==> src/rtl/seg7_scan_reader_if.sv <==
// Multiplexed 7-segment display bus plus the decoded-value side of the scan reader.
// master = panel/display driver side, slave = the reader.
interface seg7_scan_reader_if #(
    parameter int NUM_DIGITS = 4
);
    logic [6:0]              SEG;
    logic [NUM_DIGITS-1:0]   DIG;
    logic [4*NUM_DIGITS-1:0] VALUE;
    logic                    VALID;
    logic                    ERR;

    modport master (output SEG, DIG, input VALUE, VALID, ERR);
    modport slave  (input SEG, DIG, output VALUE, VALID, ERR);
endinterface

==> src/rtl/seg7_scan_reader.sv <==
// Decodes a scanned 7-segment bus back to digits and publishes frames stable over MATCH_FRAMES scans.
// Optional macro SEG7_HEX_EN: also accept the A..F glyphs as valid nibbles.
module seg7_scan_reader #(
    parameter int NUM_DIGITS    = 4,
    parameter int SETTLE_CYCLES = 8,
    parameter int MATCH_FRAMES  = 2
) (
    input  logic             CLK,
    input  logic             RST_N,
    seg7_scan_reader_if.slave bus
);
    localparam int          ND   = NUM_DIGITS;
    localparam logic [7:0]  LAST = 8'(SETTLE_CYCLES - 1);
    localparam logic [3:0]  MF   = 4'(MATCH_FRAMES);

    typedef enum logic [1:0] {WAIT, SETTLE, CAPTURE, HOLD} state_t;

    state_t            state, state_n, start_st;
    logic [7:0]        cnt, cnt_n;
    logic [ND-1:0]     prev_dig, mask;
    logic [4*ND-1:0]   frame, prev_good, value;
    logic [3:0]        match, match_n, nib;
    logic              bad, valid, err, cap, nib_ok;
    logic              onehot, changed, mask_full, publish;

    // {ok, nibble}; anything outside the table, blank included, is rejected
    function automatic logic [4:0] decode(input logic [6:0] s);
        case (s)
            7'b1111110: decode = 5'h10;
            7'b0110000: decode = 5'h11;
            7'b1101101: decode = 5'h12;
            7'b1111001: decode = 5'h13;
            7'b0110011: decode = 5'h14;
            7'b1011011: decode = 5'h15;
            7'b1011111: decode = 5'h16;
            7'b1110000: decode = 5'h17;
            7'b1111111: decode = 5'h18;
            7'b1111011: decode = 5'h19;
`ifdef SEG7_HEX_EN
            7'b1110111: decode = 5'h1A;
            7'b0011111: decode = 5'h1B;
            7'b1001110: decode = 5'h1C;
            7'b0111101: decode = 5'h1D;
            7'b1001111: decode = 5'h1E;
            7'b1000111: decode = 5'h1F;
`endif
            default:    decode = 5'h00;
        endcase
    endfunction

    assign {nib_ok, nib} = decode(bus.SEG);
    assign onehot        = $onehot(bus.DIG);
    assign changed       = bus.DIG != prev_dig;
    assign start_st      = (SETTLE_CYCLES == 1) ? CAPTURE : SETTLE;

    always_comb begin
        state_n = state;
        cnt_n   = cnt;
        cap     = 1'b0;
        case (state)
            WAIT: begin
                cnt_n = '0;
                if (onehot) state_n = start_st;
            end
            SETTLE: begin
                if (changed) begin
                    cnt_n   = '0;
                    state_n = onehot ? start_st : WAIT;
                end else begin
                    cnt_n = cnt + 8'd1;
                    if (cnt_n == LAST) state_n = CAPTURE;
                end
            end
            CAPTURE, HOLD: begin
                cap = (state == CAPTURE);
                if (changed) begin
                    cnt_n   = '0;
                    state_n = onehot ? start_st : WAIT;
                end else begin
                    state_n = HOLD;
                end
            end
            default: state_n = WAIT;
        endcase
    end

    // Frame evaluation runs the cycle after the last capture fills the mask
    assign mask_full = &mask;
    always_comb begin
        match_n = 4'd1;
        if (bad)                     match_n = '0;
        else if (frame == prev_good) match_n = (match == MF) ? match : match + 4'd1;
    end
    assign publish = mask_full && !bad && (match_n == MF) && (frame != value);

    always_ff @(posedge CLK) begin
        if (!RST_N) begin
            state     <= WAIT;
            cnt       <= '0;
            prev_dig  <= '0;
            mask      <= '0;
            bad       <= 1'b0;
            match     <= '0;
            prev_good <= '0;
            value     <= '0;
            valid     <= 1'b0;
            err       <= 1'b0;
        end else begin
            state    <= state_n;
            cnt      <= cnt_n;
            prev_dig <= bus.DIG;
            valid    <= 1'b0;
            err      <= 1'b0;
            if (mask_full) begin
                mask  <= '0;
                bad   <= 1'b0;
                match <= match_n;
                err   <= bad;
                if (!bad) prev_good <= frame;
                if (publish) begin
                    value <= frame;
                    valid <= 1'b1;
                end
            end else if (cap) begin
                mask <= mask | prev_dig;
                if (!nib_ok) bad <= 1'b1;
            end
        end
    end

    // prev_dig still holds the settled select during the CAPTURE cycle
    for (genvar i = 0; i < ND; i++) begin : g_nib
        always_ff @(posedge CLK) begin
            if (!RST_N)                  frame[4*i +: 4] <= '0;
            else if (cap && prev_dig[i]) frame[4*i +: 4] <= nib;
        end
    end

    assign bus.VALUE = value;
    assign bus.VALID = valid;
    assign bus.ERR   = err;
endmodule

==> src/flat_wrapper.sv <==
// flat-port wrapper written by rule: the top's interface ports become plain ports
module seg7_scan_reader_flat 
#(
    parameter int NUM_DIGITS    = 4,
    parameter int SETTLE_CYCLES = 8,
    parameter int MATCH_FRAMES  = 2
)
  (CLK, RST_N, bus_SEG, bus_DIG, bus_VALUE, bus_VALID, bus_ERR);
  seg7_scan_reader_if #(.NUM_DIGITS(NUM_DIGITS)) bus_i ();
  input  logic CLK;
  input  logic RST_N;
  input wire logic [$bits(bus_i.SEG)-1:0] bus_SEG;
  input wire logic [$bits(bus_i.DIG)-1:0] bus_DIG;
  output wire logic [$bits(bus_i.VALUE)-1:0] bus_VALUE;
  output wire logic [$bits(bus_i.VALID)-1:0] bus_VALID;
  output wire logic [$bits(bus_i.ERR)-1:0] bus_ERR;
  assign bus_i.SEG = bus_SEG;
  assign bus_i.DIG = bus_DIG;
  assign bus_VALUE = bus_i.VALUE;
  assign bus_VALID = bus_i.VALID;
  assign bus_ERR = bus_i.ERR;
  seg7_scan_reader #(.NUM_DIGITS(NUM_DIGITS), .SETTLE_CYCLES(SETTLE_CYCLES), .MATCH_FRAMES(MATCH_FRAMES)) u_core (.CLK(CLK), .RST_N(RST_N), .bus(bus_i));
endmodule
==> config.mk <==
export PLATFORM = sky130hd
export DESIGN_NAME = seg7_scan_reader_flat
export DESIGN_NICKNAME = d
export VERILOG_FILES = /design/src/rtl/seg7_scan_reader_if.sv /design/src/rtl/seg7_scan_reader.sv /design/src/flat_wrapper.sv
export SDC_FILE = /design/constraint.sdc
export NUM_CORES = 1
export LEC_CHECK = 0
export ABC_AREA = 0
export BUFFER_PORTS_ARGS = -buffer_cell sky130_fd_sc_hd__buf_2
export CAP_MARGIN = 20
export CORE_ASPECT_RATIO = 0.9
export CORE_MARGIN = 4
export CORE_UTILIZATION = 55
export DETAILED_ROUTE_END_ITERATION = 12
export PLACE_DENSITY = 0.79
export SLEW_MARGIN = 15
export SYNTH_ARGS = -nofsm -noshare
export SYNTH_HDL_FRONTEND = slang
export SYNTH_SLANG_ARGS = --single-unit
export TNS_END_PERCENT = 100
==> constraint.sdc <==
create_clock -name CLK -period 3.5 [get_ports CLK]
set_input_delay 0.35 -clock CLK [delete_from_list [all_inputs] [get_ports CLK]]
set_output_delay 0.35 -clock CLK [all_outputs]
set_load 0.01 [all_outputs]
==> parameters.txt, run 1 <==
Parameter                              Value

Logic synthesis
  Share of synthesized area occupied by flip-flops and latches ... between 40% and 50%
  Most common cell in the synthesized netlist ... sky130_fd_sc_hd__nand2_1
  Post-synthesis register bit count ... 73
  Cell types occupying the most area after synthesis ... sky130_fd_sc_hd__dfxtp_1 41%, sky130_fd_sc_hd__nand2_1 9.8%, sky130_fd_sc_hd__a21oi_1 6.0%
  Number of enable-type register cells in the synthesized netlist ... 0
  Total number of yosys warnings ... 0
  Most area-hungry cell type in the Yosys netlist ... sky130_fd_sc_hd__dfxtp_1
  Cell Area, Synth ... 3528 sq um
  Prevailing post-synth register cell ... sky130_fd_sc_hd__dfxtp_1
  Number of distinct library cells after synthesis ... 50
  Share of synthesized registers carrying an async set or reset ... 0%
  Mapped Nets ... ~440
  Yosys top cell area share ... 41.42%
  Top cell types by occurrence after synthesis ... 92 x sky130_fd_sc_hd__nand2_1, 73 x sky130_fd_sc_hd__dfxtp_1, 42 x sky130_fd_sc_hd__a21oi_1
  Syn Inst Count ... 418
  Avg Cell Area, Syn ... 8.441 sq um

Cells and area
  Sequential Area ... approximately 1500 sq um
  NumNets Final ... 462
  Synthesis-to-layout area growth ... 11.06%
  Number of antenna cells inserted ... 0
  Fin cells ... between 500 and 600
  Layout filler cell count ... 538
  Layout cells sized above 1 ... 12.11%
  Multi-input combinational cell area ... 1937 sq um

Clock tree
  Longest Clk Path Bufs ... 2
  Clock Tree Root ... sky130_fd_sc_hd__clkbuf_8
  Post-CTS sizing ... 0
  Number of clock buffers inserted by TritonCTS ... 9
  Hold buffer count at cts ... 0
  Worst-skew pair later-pin latency ... 0.35 ns
  H-Tree Level Count ... 3
  Clock transition at the register clock pins on the worst setup and hold paths after CTS ... 0.07 ns
  Clock sink total ... 73
  CTS tree ... built
  Setup Buffers After CTS ... 0

Floorplanning
  Die footprint ... 7762 sq um
  Standard-cell rows ... 27
  Starting density of the core ... 57.07%
  Core ar. ... approximately 6200 sq um
  Vertical extent of the die ... 83.99 um
  DIE WIDTH ... ~92 um
  Number of top-level pins ... 31

Detailed routing
  1st-pass router iterations ... 4
  Avg Vias per Cell ... 5.630
  Final Routed Wirelength ... 7.503 mm
  Number of vias in the routed layout ... 3001
  DRC viols ... 0
  Detailed-route wire length per cell ... 14.08 um
  Initial DRC count ... about 210
  Number of nets still failing antenna checks after routing ... 0

Critical path
  Critical Path Fanout Max ... 18
  Type of destination of the critical path ... register
  Worst R2R Setup Slack ... 1.21 ns
  Critical path launch point type ... register
  Required time of the critical path ... around 3.8 ns
  Data arrival time of the critical path ... 2.56 ns
  Path type of the worst setup path ... reg -> reg

Timing
  Worst max-slew margin expressed relative to the limit ... between 20% and 30%
  Max Clock Freq ... 0.4369 GHz
  Final number of max-transition violations ... 0
  Time the final worst path needs with I/O delays and setup ... about 2.3 ns
  Final Hold Fails ... 0
  Worst hold slack ... between 0.2 and 0.25 ns
  Slew at the pin closest to its max-slew limit ... 1.061 ns
  Final Cycle Share ... 65.40%
  Post-Route Setup TNS ... 0 ns
  Total setup violations reported at the end of the flow ... 0
  Setup repair after global routing missed its margin ... no
  Skew final ... 0.007247 ns

Power and ir drop
  Worst ir drop on vdd ... 0.2184 mV
  Power density normalized to cell area ... 396.9 nW/um^2
  P_leak ... 1.495 nW

Placement
  Count of port buffers added during placement ... 30
  Placer congestion estimate ... 0.8238
  Placed wire-length estimate after detailed placement ... 5.216 mm
  Cell count after placement ... 517

Outcome
  Result of the run ... finished clean

Job
  Count of max-cap constraint violations ... 0

Global routing
  Global-route wire length before repair ... 12.48 mm
  Total global routing track utilization ... 19.91%
  Initial antenna violation count ... 0
  Via count of the first global-routing pass ... approximately 2700
  Pin count of the biggest net entering global routing ... 46
  Congestion Overflow GR ... 0

Min path
  Class of the tightest hold or removal check ... in -> reg
[cells by family after synthesis]
logic type                 Yosys count  synth area share (%)
adders and majority gates            8                 3.050
xor gates and xnor gates            41                 10.18
DFF                                 73                 41.42
muxes                               17                 4.858
and+or+nand+nor                    174                 23.33
AOI/OAI and AO/OA                   74                 13.23
buffers and inverters               31                 3.936
[area by class of cell]
| class | instances | area share, % |
|---|---|---|
| clock buffer | 13 | 4.566 |
| tap | 87 | 2.778 |
| clock inverter | 3 | 0.5747 |
| multi-input combinational | 314 | 49.43 |
| timing repair buffer | 33 | 4.406 |
| inverter | 10 | 0.9579 |
| sequential | 73 | 37.29 |
[metal layers]
metal | routed length, um | share of wire (%) | track usage [%] | up-vias
met5 | 0 | 0 | 0 | -
met4 | 128 | 1.7 | 8.097 | 0
met3 | 501 | 6.7 | 4.869 | 12
met2 | 3310 | 44 | 29.78 | 82
met1 | 3562 | 47 | 27.35 | 1418
li1 | - | - | - | 1489
[registers in the layout (all words and copies together) (netlist names)]
name	flops
u_core.bus.VALUE	16
u_core.cnt	8
u_core.prev_good	16
u_core.bus.VALID	1
u_core.mask	4
u_core.bus.ERR	1
u_core.prev_dig	4
u_core.bad	1
u_core.state	2
u_core.frame	16
u_core.match	4
[cells in the final DEF (no fill, tap or decap), types with 2 or more instances in the layout]
cell	synthesis	final
sky130_fd_sc_hd__a21oi_1	42	42
sky130_fd_sc_hd__a311oi_1	4	4
sky130_fd_sc_hd__a31oi_1	2	2
sky130_fd_sc_hd__and2_1	6	6
sky130_fd_sc_hd__and3_1	2	2
sky130_fd_sc_hd__and4_1	2	2
sky130_fd_sc_hd__buf_2	2	30
sky130_fd_sc_hd__buf_4	1	3
sky130_fd_sc_hd__clkbuf_8	0	13
sky130_fd_sc_hd__clkinvlp_4	0	3
sky130_fd_sc_hd__dfxtp_1	73	73
sky130_fd_sc_hd__ha_1	7	7
sky130_fd_sc_hd__inv_1	10	10
sky130_fd_sc_hd__mux2i_1	16	16
sky130_fd_sc_hd__nand2_1	92	92
sky130_fd_sc_hd__nand2b_1	2	2
sky130_fd_sc_hd__nand3_1	14	14
sky130_fd_sc_hd__nand4_1	7	7
sky130_fd_sc_hd__nor2_1	15	15
sky130_fd_sc_hd__nor2b_1	5	4
sky130_fd_sc_hd__nor3_1	9	9
sky130_fd_sc_hd__nor4_1	6	5
sky130_fd_sc_hd__nor4_2	1	2
sky130_fd_sc_hd__o211a_1	3	3
sky130_fd_sc_hd__o211ai_1	4	4
sky130_fd_sc_hd__o21a_1	2	2
sky130_fd_sc_hd__o21ai_0	4	4
sky130_fd_sc_hd__o221a_1	2	2
sky130_fd_sc_hd__o31a_1	2	2
sky130_fd_sc_hd__o31ai_1	2	2
sky130_fd_sc_hd__or3_1	5	5
sky130_fd_sc_hd__xnor2_1	20	20
sky130_fd_sc_hd__xor2_1	21	21
[worst paths after layout]
check                                         from                          endpoint  cells after the start
setup / recovery       u_core.mask[0]$_SDFFE_PP0P_  u_core.bus.VALUE[1]$_SDFFE_PN0P_                      6
hold / removal                          bus_DIG[0]     u_core.prev_dig[0]$_SDFF_PN0_                      2
setup reg to reg       u_core.mask[0]$_SDFFE_PP0P_  u_core.bus.VALUE[1]$_SDFFE_PN0P_                      6
hold reg to reg   u_core.prev_good[8]$_SDFFE_PN0P_  u_core.prev_good[8]$_SDFFE_PN0P_                      2
[metrics by stage]
stage / total power (W) / instance area (sq um) / setup WS [ns] / utilization, %
4_1_cts: 0.001567 / 3919 / 1.195 / 63.39
3_5_place_dp: 0.0009285 / 3717 / 1.224 / 60.13
3_3_place_gp: 0.0009266 / 3717 / 1.296 / 60.13
6_report: 0.001555 / 3919 / 1.211 / 63.39
5_1_grt: 0.001614 / 3919 / 0.9642 / 63.39
2_1_floorplan: 0.0009040 / 3528 / 1.415 / -
[power by group]
group	internal (W)	switching, W	total [W]
Combinational	0.0000237	0.0000409	0.0000645
Sequential	0.000835	0.00000938	0.000844
Clock	0.000335	0.000312	0.000646
[critical path: stages (launching register included)]
cell and delay, ns:
sky130_fd_sc_hd__dfxtp_1 0.36, sky130_fd_sc_hd__and4_1 0.25, sky130_fd_sc_hd__nand2_1 0.35, sky130_fd_sc_hd__or3_1 0.45, sky130_fd_sc_hd__nor4_2 0.26, sky130_fd_sc_hd__buf_4 0.32
sky130_fd_sc_hd__mux2i_1 0.22
No activity file was read; power rests on OpenSTA's default activity.
==> run 2: changes to the inputs <==
Settings changed: CORE_UTILIZATION 55 to 53, PLACE_DENSITY 0.79 to 0.8.
Clock period 3.5 ns to 2.1 ns, I/O delays scaled along.
==> run 2 against run 1 <==
- via count increased by 3.0%
- die area grew 3.4%
- maximum frequency is 15% higher
- largest power group unchanged
- clock-buffer cell count decreased by 2
- non-clock buffer count is 29 higher
- final cell count increased by 5.4%
- highest routed layer unchanged
==> parameters.txt, run 2 (synthesis gave the netlist of run 1 again) <==
Parameter                              Value

Critical path
  Type of destination of the critical path ... register
  Worst setup path startpoint ... u_core.match[0]$_SDFFE_PN0P_
  Critical path launch point type ... register
  Data arrival time of the critical path ... 2.26 ns
  Termination of the worst setup path ... u_core.bus.VALUE[3]$_SDFFE_PN0P_
  Beginning of the worst register-to-register path ... u_core.match[0]$_SDFFE_PN0P_
  Critical R2R Capture ... u_core.bus.VALUE[3]$_SDFFE_PN0P_
  Path type of the worst setup path ... reg -> reg
  Required time of the critical path ... between 2 and 2.5 ns
  Depth of the worst register-to-register path ... 9
  Worst R2R Setup Slack ... between 0.1 and 0.15 ns
  Critical Path Fanout Max ... 9

Clock tree
  CTS tree ... built
  Clock transition at the register clock pins on the worst setup and hold paths after CTS ... ~0.070 ns
  Clock sink total ... 73
  Longest Clk Path Bufs ... 2
  Clock Tree Root ... sky130_fd_sc_hd__clkbuf_8
  H-Tree Level Count ... 3
  Worst-skew pair later-pin latency ... 0.34 ns
  Number of clock buffers inserted by TritonCTS ... 9

Power and ir drop
  P_leak ... 1.687 nW
  Worst ir drop on vdd ... 0.4063 mV
  Power density normalized to cell area ... between 600 and 700 nW/um^2

Detailed routing
  Number of vias in the routed layout ... 3092
  DRC viols ... 0
  Initial DRC count ... 200
  Amount of wire on met3 after detailed routing ... approximately 470 um
  Detailed-route wire length per cell ... 14.10 um
  Number of nets still failing antenna checks after routing ... 0
  Met2 Routed Length ... 3.520 mm
  Final Routed Wirelength ... around 7.9 mm
  Top Layer Used ... met4
  Avg Vias per Cell ... 5.502
  1st-pass router iterations ... 5
  M1 WL ... approximately 3.8 mm

Cells and area
  Number of antenna cells inserted ... 0
  Synthesis-to-layout area growth ... 20.71%
  Most common cell after layout, fill and taps aside ... sky130_fd_sc_hd__nand2_1
  Multi-input combinational cell area ... ~2000 sq um
  Layout filler cell count ... 517
  Sequential Area ... 1469 sq um
  NumNets Final ... 491
  Layout cells sized above 1 ... 19.58%
  Utilization after layout ... between 60% and 70%
  Commonest cells after routing, fill and taps aside ... 92 x sky130_fd_sc_hd__nand2_1, 69 x sky130_fd_sc_hd__dfxtp_1, 40 x sky130_fd_sc_hd__a21oi_1, 30 x sky130_fd_sc_hd__buf_2, 30 x sky130_fd_sc_hd__buf_4

Timing
  Max Clock Freq ... 0.5005 GHz
  Final number of max-transition violations ... 0
  Post-Route Setup TNS ... 0 ns
  Skew final ... 0.008833 ns
  Total setup violations reported at the end of the flow ... 0
  Slew at the pin closest to its max-slew limit ... 0.5787 ns
  Worst max-slew margin expressed relative to the limit ... 61.12%
  Time the final worst path needs with I/O delays and setup ... 1.998 ns
  Final Cycle Share ... 95.14%
  Final Hold Fails ... 0

Floorplanning
  DIE WIDTH ... 94.01 um
  Vertical extent of the die ... 85.41 um
  Standard-cell rows ... 27
  Number of top-level pins ... 31
  Die footprint ... 8029 sq um
  Core ar. ... 6284 sq um
  Starting density of the core ... 56.15%

Min path
  Class of the tightest hold or removal check ... in -> reg

Global routing
  Global-route wire length before repair ... 13.10 mm
  Via count of the first global-routing pass ... 2817
  Total global routing track utilization ... 20.37%
  Congestion Overflow GR ... 0
  Pin count of the biggest net entering global routing ... 41
  Initial antenna violation count ... 0

Placement
  Placed wire-length estimate after detailed placement ... 5.588 mm
  Count of port buffers added during placement ... 30
  Placer congestion estimate ... 0.7991

Job
  Count of max-cap constraint violations ... 0

Outcome
  Result of the run ... finished clean
[run 2: cell type report]
class,count,area share [%]
sequential,73,34.49
timing repair buffer,62,9.871
clock inverter,5,2.409
multi-input combinational,314,46.47
tap,87,2.556
inverter,10,0.8813
clock buffer,11,3.320
[run 2: metrics by stage]
step	total power, W	instances	worst slack, ns	cell area [sq um]	hold WS (ns)
3_3_place_gp	0.001549	540	0.05041	3902	0.4532
6_report	0.002845	562	0.1021	4259	0.1158
5_1_grt	0.002938	562	-0.01853	4259	0.1052
3_5_place_dp	0.001552	540	-0.04774	3902	0.4597
4_1_cts	0.002871	560	0.0004308	4225	0.1010
2_1_floorplan	0.001507	418	0.01485	3528	0.3317
[run 2: critical path, cell delays in order, from the launching register on]
cell and delay, ns:
sky130_fd_sc_hd__dfxtp_2 0.33, sky130_fd_sc_hd__buf_4 0.14, sky130_fd_sc_hd__ha_1 0.22, sky130_fd_sc_hd__and2b_1 0.18, sky130_fd_sc_hd__a21oi_2 0.18, sky130_fd_sc_hd__a21oi_2 0.09, sky130_fd_sc_hd__nor4_4 0.27, sky130_fd_sc_hd__buf_4 0.17
sky130_fd_sc_hd__buf_12 0.13, sky130_fd_sc_hd__mux2i_1 0.20
[run 2: how the worst min path moves through the flow]
stage	cells past startpoint	to	start
floorplan	1	u_core.prev_dig[0]$_SDFF_PN0_	bus_DIG[0]
global placement	2	u_core.prev_good[0]$_SDFFE_PN0P_	u_core.prev_good[0]$_SDFFE_PN0P_
detailed placement	2	u_core.prev_good[3]$_SDFFE_PN0P_	u_core.prev_good[3]$_SDFFE_PN0P_
CTS	2	u_core.prev_dig[0]$_SDFF_PN0_	bus_DIG[0]
global route	2	u_core.prev_dig[0]$_SDFF_PN0_	bus_DIG[0]
finish	2	u_core.prev_dig[0]$_SDFF_PN0_	bus_DIG[0]
[run 2: repair_timing]
| item | 4_1_cts | 5_1_grt |
|---|---|---|
| cloned | 1 | 0 |
| endpoints found under the setup margin | 16 | 17 |
| hold buffers | 0 | 0 |
| setup buffers | 3 | 2 |
| gates resized for setup | 6 | 9 |
| pin swaps | 1 | 3 |
[run 2: power breakdown]
| part | internal [W] | switching [W] | leakage [nW] | total, W |
|---|---|---|---|---|
| registers | 0.00139 | 0.0000118 | 0.591 | 0.00140 |
| logic | 0.0000456 | 0.0000737 | 0.976 | 0.000119 |
| clock network | 0.000820 | 0.000504 | 0.120 | 0.00132 |
| total | 0.00226 | 0.000589 | 1.69 | 0.00285 |
[run 2: layer usage]
metal  up-vias  global-route usage (%)
li1       1551                       -
met1      1456                   28.25
met2        77                   30.95
met3         8                   5.142
met4         0                   6.562
met5         -                       0
==> run 3: changes to the inputs <==
==> constraint.sdc (replaced) <==
create_clock -name CLK -period 2.1 [get_ports CLK]
set_input_delay 0.21 -clock CLK [delete_from_list [all_inputs] [get_ports CLK]]
set_output_delay 0.21 -clock CLK [all_outputs]
set_load 0.1 [all_outputs]
==> run 3 against run 2 <==
- worst setup slack worse by 0.051 ns
- routed wire length up 6.2%
- critical path depth is the same
- critical endpoint is now u_core.bus.VALUE[4]$_SDFFE_PN0P_
- clock skew is 0.0020 ns lower
- sequential share of layout area increased by 0.44 points
- die area unchanged
- non-clock buffer count stayed put
- sequential power is essentially flat
- total power is 7.9% lower
- combinational power is essentially flat
- via count increased by 2.7%
- maximum frequency shrank 2.5%
==> parameters.txt, run 3 (synthesis gave the netlist of run 1 again) <==
Parameter                              Value

Clock tree
  Number of clock buffers inserted by TritonCTS ... 9
  Worst-skew pair later-pin latency ... 0.35 ns
  Clock Tree Root ... sky130_fd_sc_hd__clkbuf_8
  CTS tree ... built
  Longest Clk Path Bufs ... 2
  Clock transition at the register clock pins on the worst setup and hold paths after CTS ... about 0.080 ns
  Clock sink total ... 73
  Hold buffer count at cts ... 0
  H-Tree Level Count ... 3

Cells and area
  Commonest cells after routing, fill and taps aside ... 92 x sky130_fd_sc_hd__nand2_1, 57 x sky130_fd_sc_hd__dfxtp_1, 41 x sky130_fd_sc_hd__a21oi_1, 30 x sky130_fd_sc_hd__buf_2, 30 x sky130_fd_sc_hd__buf_4
  Layout cells sized above 1 ... between 20% and 30%
  Number of antenna cells inserted ... 0
  Synthesis-to-layout area growth ... 20.39%
  Sequential Area ... 1484 sq um
  NumNets Final ... slightly below 500
  Multi-input combinational cell area ... 1993 sq um
  Fin cells ... 562
  Most common cell after layout, fill and taps aside ... sky130_fd_sc_hd__nand2_1
  Layout filler cell count ... between 500 and 600

Job
  Count of max-cap constraint violations ... 0

Floorplanning
  DIE WIDTH ... 94.01 um
  Starting density of the core ... 56.15%
  Die footprint ... 8029 sq um
  Standard-cell rows ... 27
  Core ar. ... 6284 sq um
  Number of top-level pins ... 31
  Vertical extent of the die ... 85.41 um

Critical path
  Critical R2R Capture ... u_core.bus.VALUE[4]$_SDFFE_PN0P_
  Critical Path Fanout Max ... 9
  Worst R2R Setup Slack ... 0.05 ns
  Depth of the worst register-to-register path ... 9
  Most Frequent Cell on Critical Path ... sky130_fd_sc_hd__buf_4
  Path type of the worst setup path ... reg -> reg
  Ordered list of cells on the worst path ... buf_4 > ha_1 > and2b_1 > a21oi_2 > a21oi_1 > nor4_4 > buf_4 > buf_12 > mux2i_1
  Beginning of the worst register-to-register path ... u_core.match[0]$_SDFFE_PN0P_
  Required time of the critical path ... 2.37 ns
  Type of destination of the critical path ... register
  CP max-delay cell ... sky130_fd_sc_hd__dfxtp_2
  Data arrival time of the critical path ... 2.32 ns
  Largest stage delay on the critical path ... 0.33 ns
  Critical path launch point type ... register

Detailed routing
  Avg Vias per Cell ... 5.648
  Final Routed Wirelength ... 8.417 mm
  Number of vias in the routed layout ... roughly 3200
  Detailed-route wire length per cell ... between 10 and 15 um
  Number of nets still failing antenna checks after routing ... 0
  DRC viols ... 0
  Initial DRC count ... 200
  1st-pass router iterations ... 4

Min path
  Endpoint of the worst hold path ... u_core.prev_dig[1]$_SDFF_PN0_
  HP Start ... bus_DIG[1]
  Hold path depth ... 2
  Class of the tightest hold or removal check ... in -> reg

Timing
  Final number of max-transition violations ... 0
  Slew at the pin closest to its max-slew limit ... 0.5710 ns
  Skew final ... ~0.0069 ns
  Setup repair after global routing missed its margin ... yes
  Final Cycle Share ... 97.58%
  Worst max-slew margin expressed relative to the limit ... roughly three fifths
  Max Clock Freq ... between 0.4 and 0.5 GHz
  Time the final worst path needs with I/O delays and setup ... 2.049 ns
  Post-layout worst setup margin ... between 0.05 and 0.06 ns
  Final Hold Fails ... 0
  Post-Route Setup TNS ... 0 ns
  Total setup violations reported at the end of the flow ... 0

Power and ir drop
  Worst ir drop on vdd ... 0.3351 mV
  Power density normalized to cell area ... 617.1 nW/um^2
  P_leak ... 1.675 nW

Outcome
  Result of the run ... finished clean

Global routing
  Total global routing track utilization ... 22.31%
  Pin count of the biggest net entering global routing ... 46
  Via count of the first global-routing pass ... 2968
  Initial antenna violation count ... 0
  Global-route wire length before repair ... between 10 and 15 mm
  Congestion Overflow GR ... 0

Placement
  Placer congestion estimate ... 0.7905
  Count of port buffers added during placement ... 30
  Placed wire-length estimate after detailed placement ... 5.809 mm
  Cell count after placement ... 542
  Worst setup slack before clock tree synthesis ... -0.07276 ns
[run 3: metal layers]
layer,routed length [um],global-route usage (%),up-vias,share of wire (%)
met2,3718,34.82,99,44
met3,467,3.280,16,5.5
met5,0,0,-,0
met4,202,10.10,0,2.4
li1,-,-,1552,-
met1,4028,30.42,1507,48
[run 3: report_power, final]
group	switching, W	internal [W]	total [W]
logic	0.0000730	0.0000453	0.000118
registers	0.0000121	0.00139	0.00140
clock network	0.000523	0.000577	0.00110
total	0.000608	0.00201	0.00262
[run 3: final cells by class]
cell class	count	share of cell area, %
tap	87	2.563
clock inverter	5	1.296
timing repair buffer	62	10.07
multi-input combinational	314	46.92
inverter	10	0.8837
clock buffer	11	3.328
sequential	73	34.93
[run 3: worst max-delay path by stage]
stage | from | slack [ns] | to
after global placement | u_core.match[0]$_SDFFE_PN0P_ | 0.04 | u_core.bus.VALUE[13]$_SDFFE_PN0P_
after floorplan | u_core.match[0]$_SDFFE_PN0P_ | 0.009 | u_core.bus.VALUE[10]$_SDFFE_PN0P_
after CTS | u_core.match[0]$_SDFFE_PN0P_ | 0.005 | u_core.bus.VALUE[4]$_SDFFE_PN0P_
after detailed placement | u_core.match[0]$_SDFFE_PN0P_ | -0.07 | u_core.bus.VALUE[4]$_SDFFE_PN0P_
final | u_core.match[0]$_SDFFE_PN0P_ | 0.05 | u_core.bus.VALUE[4]$_SDFFE_PN0P_
after global routing | u_core.match[0]$_SDFFE_PN0P_ | -0.06 | u_core.bus.VALUE[4]$_SDFFE_PN0P_
[run 3: worst max-delay path, delay by kind of cell, from the launching register on]
| kind | cells | cell delay, ns |
|---|---|---|
| AND/OR/NAND/NOR | 2 | 0.49 |
| AO/OA/AOI/OAI | 2 | 0.28 |
| adder cells (fa/ha/maj) | 1 | 0.21 |
| flip-flops | 1 | 0.33 |
| buffers and inverters | 3 | 0.45 |
| multiplexers | 1 | 0.20 |
[run 3: timing repair]
action                                  CTS  global route
gates resized for setup                  10             5
cloned                                    1             0
pin swaps                                 2             2
endpoints found under the setup margin   17            18
buffers inserted                          2             1
[run 3: per-stage QoR]
| stage | total power [W] | instance area (sq um) | hold slack [ns] | utilization, % |
|---|---|---|---|---|
| global placement | 0.001549 | 3933 | 0.4517 | 62.58 |
| CTS | 0.002627 | 4222 | 0.1059 | 67.18 |
| finish | 0.002621 | 4248 | 0.1145 | 67.60 |
| floorplan | 0.001507 | 3543 | 0.3317 | - |
| detailed placement | 0.001553 | 3933 | 0.4628 | 62.58 |
| global route | 0.002692 | 4248 | 0.1195 | 67.60 |
